### config.mk
export PLATFORM = sky130hd
export DESIGN_NAME = sw_debounce_sync
export DESIGN_NICKNAME = d
export VERILOG_FILES = /design/src/rtl/sw_debounce_sync_pkg.sv /design/src/rtl/sw_debounce_sync_debounce_bit.sv /design/src/rtl/sw_debounce_sync.sv
export SDC_FILE = /design/constraint.sdc
export NUM_CORES = 1
export LEC_CHECK = 0
export CORE_MARGIN = 2
export CORE_UTILIZATION = 35
export DETAILED_ROUTE_END_ITERATION = 10
export GPL_TIMING_DRIVEN = 0
export MAX_ROUTING_LAYER = met4
export PLACE_DENSITY = 0.52
export SYNTH_ARGS = -nofsm -noshare
export SYNTH_HDL_FRONTEND = slang
export SYNTH_HIERARCHICAL = 1
export SYNTH_SLANG_ARGS = --single-unit
### constraint.sdc
create_clock -name CLOCK_50 -period 2.39 [get_ports CLOCK_50]
set_input_delay 0.239 -clock CLOCK_50 [delete_from_list [all_inputs] [get_ports CLOCK_50]]
set_output_delay 0.239 -clock CLOCK_50 [all_outputs]
set_load 0.02 [all_outputs]
### src/rtl/sw_debounce_sync_pkg.sv
// Board-level constants for the DE1-SoC switch conditioning path.
package sw_debounce_sync_pkg;
  localparam int CLK_HZ        = 50_000_000;
  localparam int DEBOUNCE_20MS = 1_000_000;
  localparam int SW_WIDTH      = 10;

  // Width of a counter that can hold 0..n without wrapping.
  function automatic int cnt_width(input int n);
    return $clog2(n + 1);
  endfunction
endpackage

### src/rtl/sw_debounce_sync_debounce_bit.sv
// One switch bit: two-flop synchroniser, stability counter and registered edge pulses.
module debounce_bit
  import sw_debounce_sync_pkg::*;
#(
  parameter int   DEBOUNCE_CYC = DEBOUNCE_20MS,
  parameter logic RESET_BIT    = 1'b0
) (
  input  logic clk,
  input  logic resetn,
  input  logic sw_in,
  output logic sw_clean,
  output logic sw_rise,
  output logic sw_fall,
  output logic busy
);
  localparam int            CW   = cnt_width(DEBOUNCE_CYC);
  localparam logic [CW-1:0] TERM = CW'(DEBOUNCE_CYC - 1);

  logic          s1_reg;
  logic          s2_reg;
  logic [CW-1:0] cnt_reg;

  always_ff @(posedge clk) begin
    if (!resetn) begin
      s1_reg   <= RESET_BIT;
      s2_reg   <= RESET_BIT;
      sw_clean <= RESET_BIT;
      cnt_reg  <= '0;
      sw_rise  <= 1'b0;
      sw_fall  <= 1'b0;
    end else begin
      s1_reg  <= sw_in;
      s2_reg  <= s1_reg;
      sw_rise <= 1'b0;
      sw_fall <= 1'b0;
      if (s2_reg == sw_clean) begin
        cnt_reg <= '0;
      end else if (cnt_reg == TERM) begin
        // Candidate held long enough: accept it and flag the direction.
        sw_clean <= s2_reg;
        cnt_reg  <= '0;
        sw_rise  <= s2_reg;
        sw_fall  <= ~s2_reg;
      end else begin
        cnt_reg <= cnt_reg + 1'b1;
      end
    end
  end

  assign busy = (cnt_reg != '0);
endmodule

### src/rtl/sw_debounce_sync.sv
// Synchronises and debounces the slide switches bit by bit before they reach the mux stage.
module sw_debounce_sync
  import sw_debounce_sync_pkg::*;
#(
  parameter int               WIDTH        = SW_WIDTH,
  parameter int               DEBOUNCE_CYC = DEBOUNCE_20MS,
  parameter logic [WIDTH-1:0] RESET_VAL    = '0
) (
  input  logic             CLOCK_50,
  input  logic             resetn,
  input  logic [WIDTH-1:0] sw_in,
  output logic [WIDTH-1:0] sw_clean,
  output logic [WIDTH-1:0] sw_rise,
  output logic [WIDTH-1:0] sw_fall,
  output logic             busy
);
  logic [WIDTH-1:0] busy_bits;

  generate
    for (genvar gi = 0; gi < WIDTH; gi++) begin : g_bit
      debounce_bit #(
        .DEBOUNCE_CYC(DEBOUNCE_CYC),
        .RESET_BIT   (RESET_VAL[gi])
      ) u_bit (
        .clk     (CLOCK_50),
        .resetn  (resetn),
        .sw_in   (sw_in[gi]),
        .sw_clean(sw_clean[gi]),
        .sw_rise (sw_rise[gi]),
        .sw_fall (sw_fall[gi]),
        .busy    (busy_bits[gi])
      );
    end
  endgenerate

  assign busy = |busy_bits;
endmodule

==> impl_metrics.env <==
export IMPL_outcome="complete, but fails checks"
export IMPL_violations="negative setup slack"
export IMPL_hpwl_um=16800
export IMPL_ys_ff_latch=250
export IMPL_synth_top_family_by_area="simple AND/OR/NAND/NOR gates"
export IMPL_drtPass1Iterations=5
export IMPL_synth_compound_area_frac=0.0559
export IMPL_antenna_found_initial=0
export IMPL_ys_async_sr_fraction=0
export IMPL_hold_violations=0
export IMPL_post_route_period_util=1.09
export IMPL_cts_sinks=250
export IMPL_power_density_nw_per_um2=691
export IMPL_drv_slew=0
export IMPL_synthCells=1287
export IMPL_synthAdderAreaFrac=0.0220
export IMPL_ant_nets=0
export IMPL_synth_cell_area_um2=11400
export IMPL_hold_ws_ns=0.217
export IMPL_gp_congestion=0.804
export IMPL_cts_reportedPaths_clkPinSlew_ns=0.06
export IMPL_yosys_warnings=6
export IMPL_dp_cells=1732
export IMPL_portBuffers=42
export IMPL_synth_xor_xnor_area_share=0.114
export IMPL_synth_mux_area_fraction=0.000882
export IMPL_met2_usage=0.224
export IMPL_fillCellCount=3145
export IMPL_yosys_area_share_simple=0.329
export IMPL_r2r_cells=5
export IMPL_tritoncts="done"
export IMPL_slew_headroom=0.634
export IMPL_ios=43
export IMPL_use_met1=0.203
export IMPL_drive_gt1_frac=0.122
export IMPL_holdPathStages=3
export IMPL_hold_end="g_bit[0].u_bit/cnt_reg[2]"
export IMPL_wirelength_um=23800
export IMPL_setup_ws_ns=-0.207
export IMPL_grt_util_met3=0.0238
export IMPL_maxCapViolations=0
export IMPL_critPathLaunchType="flip-flop"
export IMPL_max_freq_ghz=0.385
export IMPL_cp_required_ns=2.15
export IMPL_r2r_end="g_bit[3].u_bit/cnt_reg[9]"
export IMPL_routed_via_density=5.07
export IMPL_setup_viol=1
export IMPL_syn_area_per_cell_um2=8.82
export IMPL_die_height_um=184
export IMPL_min_path_type="input port to flip-flop"
export IMPL_die_area_um2=33900
export IMPL_tns_ns=-0.207
export IMPL_utilization=0.432
export IMPL_grt_ovfl_total=0
export IMPL_end_kind="output port"
export IMPL_power_leakage_uw=0.00434
export IMPL_grt_pass1_wl_um=41100
export IMPL_grt_max_degree=34
export IMPL_critical_path_arrival_ns=2.36
export IMPL_num_rows=65
export IMPL_die_w_um=184
export IMPL_synth_edf_count=0
export IMPL_cts_root_buffer="clkbuf_16"
export IMPL_min_from="resetn"
export IMPL_ys_flop_type="dfxtp_1"
export IMPL_wire_per_inst_um=13.3
export IMPL_drc=0
export IMPL_drt_initial_drc_count=420
export IMPL_rsz0062_at_grt="true"
export IMPL_htree_num_levels=1
export IMPL_core_um2=31700
export IMPL_fin_nets=1400
export IMPL_area_growth_synth_to_final_pct=20.6
export IMPL_cts_buffers=30
export IMPL_fin_cells=1795
export IMPL_start_util=0.358
export IMPL_busiest_layer="met2"
export IMPL_grt_pass1_vias=8575
export IMPL_finClkSkew_ns=0.00940
export IMPL_vias=9109
export IMPL_r2r_start="g_bit[3].u_bit/cnt_reg[11]"
export IMPL_largest_reg_flops=200
export IMPL_ir_drop_uv=425
export IMPL_worstPathMaxFanout=3
export IMPL_clk_path_buf_depth=3
export IMPL_critical_path_class="flip-flop to output port"
export IMPL_timing_final_crit_period_ns=2.60
export IMPL_syn_nets=1319
export IMPL_seq_area_frac_synth=0.441
export IMPL_r2r_setup_slack_ns=0.37
export IMPL_synth_distinct_cells=37
export IMPL_worstMarginPinSlew_ns=0.549
export IMPL_clk_insertion_delay_late_ns=0.55
export IMPL_grt_use_total=0.147
-- synthesized netlist by cell type, types with 10 or more instances --
cell type | instances | area share
dfxtp_1 | 250 | 0.44
nor2_1 | 164 | 0.054
xnor2_1 | 110 | 0.085
nand2_1 | 88 | 0.029
nor4_1 | 78 | 0.043
inv_1 | 69 | 0.023
nand4_1 | 51 | 0.028
nor3_1 | 50 | 0.022
nand3_1 | 45 | 0.020
and2_1 | 38 | 0.021
xor2_1 | 38 | 0.029
a21oi_1 | 32 | 0.014
and3_1 | 30 | 0.017
or3_1 | 30 | 0.017
or4_1 | 23 | 0.015
ha_1 | 20 | 0.022
nand4_2 | 18 | 0.020
o21ai_1 | 18 | 0.0079
buf_2 | 12 | 0.0053
o21ai_0 | 12 | 0.0053
nor2b_1 | 11 | 0.0061
or2_1 | 10 | 0.0055
-- per-stage QoR --
step,cell area [µm²],total power [µW],worst slack (ns)
after detailed placement,12300,4420,-0.640
after global placement,12300,4420,-0.871
final,13700,9450,-0.207
after global routing,13700,9840,-0.334
after CTS,13600,9640,-0.269
after floorplan,11400,4350,0.604
-- worst max-delay path by stage --
stage	endpoint	from	slack [ns]
after floorplan	busy	g_bit[9].u_bit/cnt_reg[15]	0.60
after global placement	g_bit[9].u_bit/cnt_reg[18]	resetn	-0.87
after detailed placement	busy	g_bit[1].u_bit/cnt_reg[11]	-0.64
after CTS	busy	g_bit[0].u_bit/cnt_reg[10]	-0.27
after global routing	busy	g_bit[9].u_bit/cnt_reg[15]	-0.33
final	busy	g_bit[9].u_bit/cnt_reg[15]	-0.21
-- power by group --
group          switching, µW  total [µW]  internal [µW]
sequential              14.0        4200           4190
combinational           76.9         131           54.2
clock                   1770        5120           3350
-- worst max-delay path, cell delays in order, from the launching register on --
cell	delay, ns
dfxtp_2	0.34
or4_4	0.55
nor2_4	0.15
nand4_1	0.17
nor4_2	0.28
nand3_2	0.16
buf_6	0.16
-- metal layers --
layer,share of wire,vias up
met5,0,-
met4,0.017,0
li1,-,4742
met1,0.52,4202
met2,0.43,128
met3,0.038,37
-- what timing repair did --
item                                    4_1_cts  5_1_grt
endpoints found under the setup margin        1        1
setup buffers                                 4        2
resized for setup                            34       11
pin swaps                                    13        7
hold buffers                                  0        0
-- logic make-up after synthesis --
group / Yosys count
simple gates: 676
fa+ha+maj: 20
buf+inv: 90
xor+xnor: 148
mux: 1
compound gates: 102
flops: 250
-- cell type report --
class | count | area, µm² | share of cell area
Buffer | 21 | 161 | 0.0118
Clock inverter | 15 | 255 | 0.0186
Sequential cell | 250 | 5020 | 0.367
Timing Repair Buffer | 49 | 482 | 0.0352
Tap cell | 402 | 503 | 0.0367
Clock buffer | 41 | 893 | 0.0653
Antenna cell | 1 | 2.50 | 0.000183
Inverter | 69 | 259 | 0.0189
Multi-Input combinational cell | 947 | 6110 | 0.446
-- cell usage in the layout (no fill, tap or decap), types with 10 or more instances in the layout --
master,n
dfxtp_1,241
nor2_1,163
xnor2_1,110
nand2_1,88
inv_1,69
nor4_1,63
nand4_1,51
nor3_1,50
nand3_1,44
clkdlybuf4s50_1,40
and2_1,38
xor2_1,38
a21oi_1,32
clkbuf_16,31
and3_1,30
or3_1,30
or4_1,21
ha_1,20
nand4_2,18
o21ai_1,18
buf_2,13
o21ai_0,12
or4_4,11
nor2b_1,11
buf_6,10
or2_1,10
No activity file was read; power rests on OpenSTA's default activity.
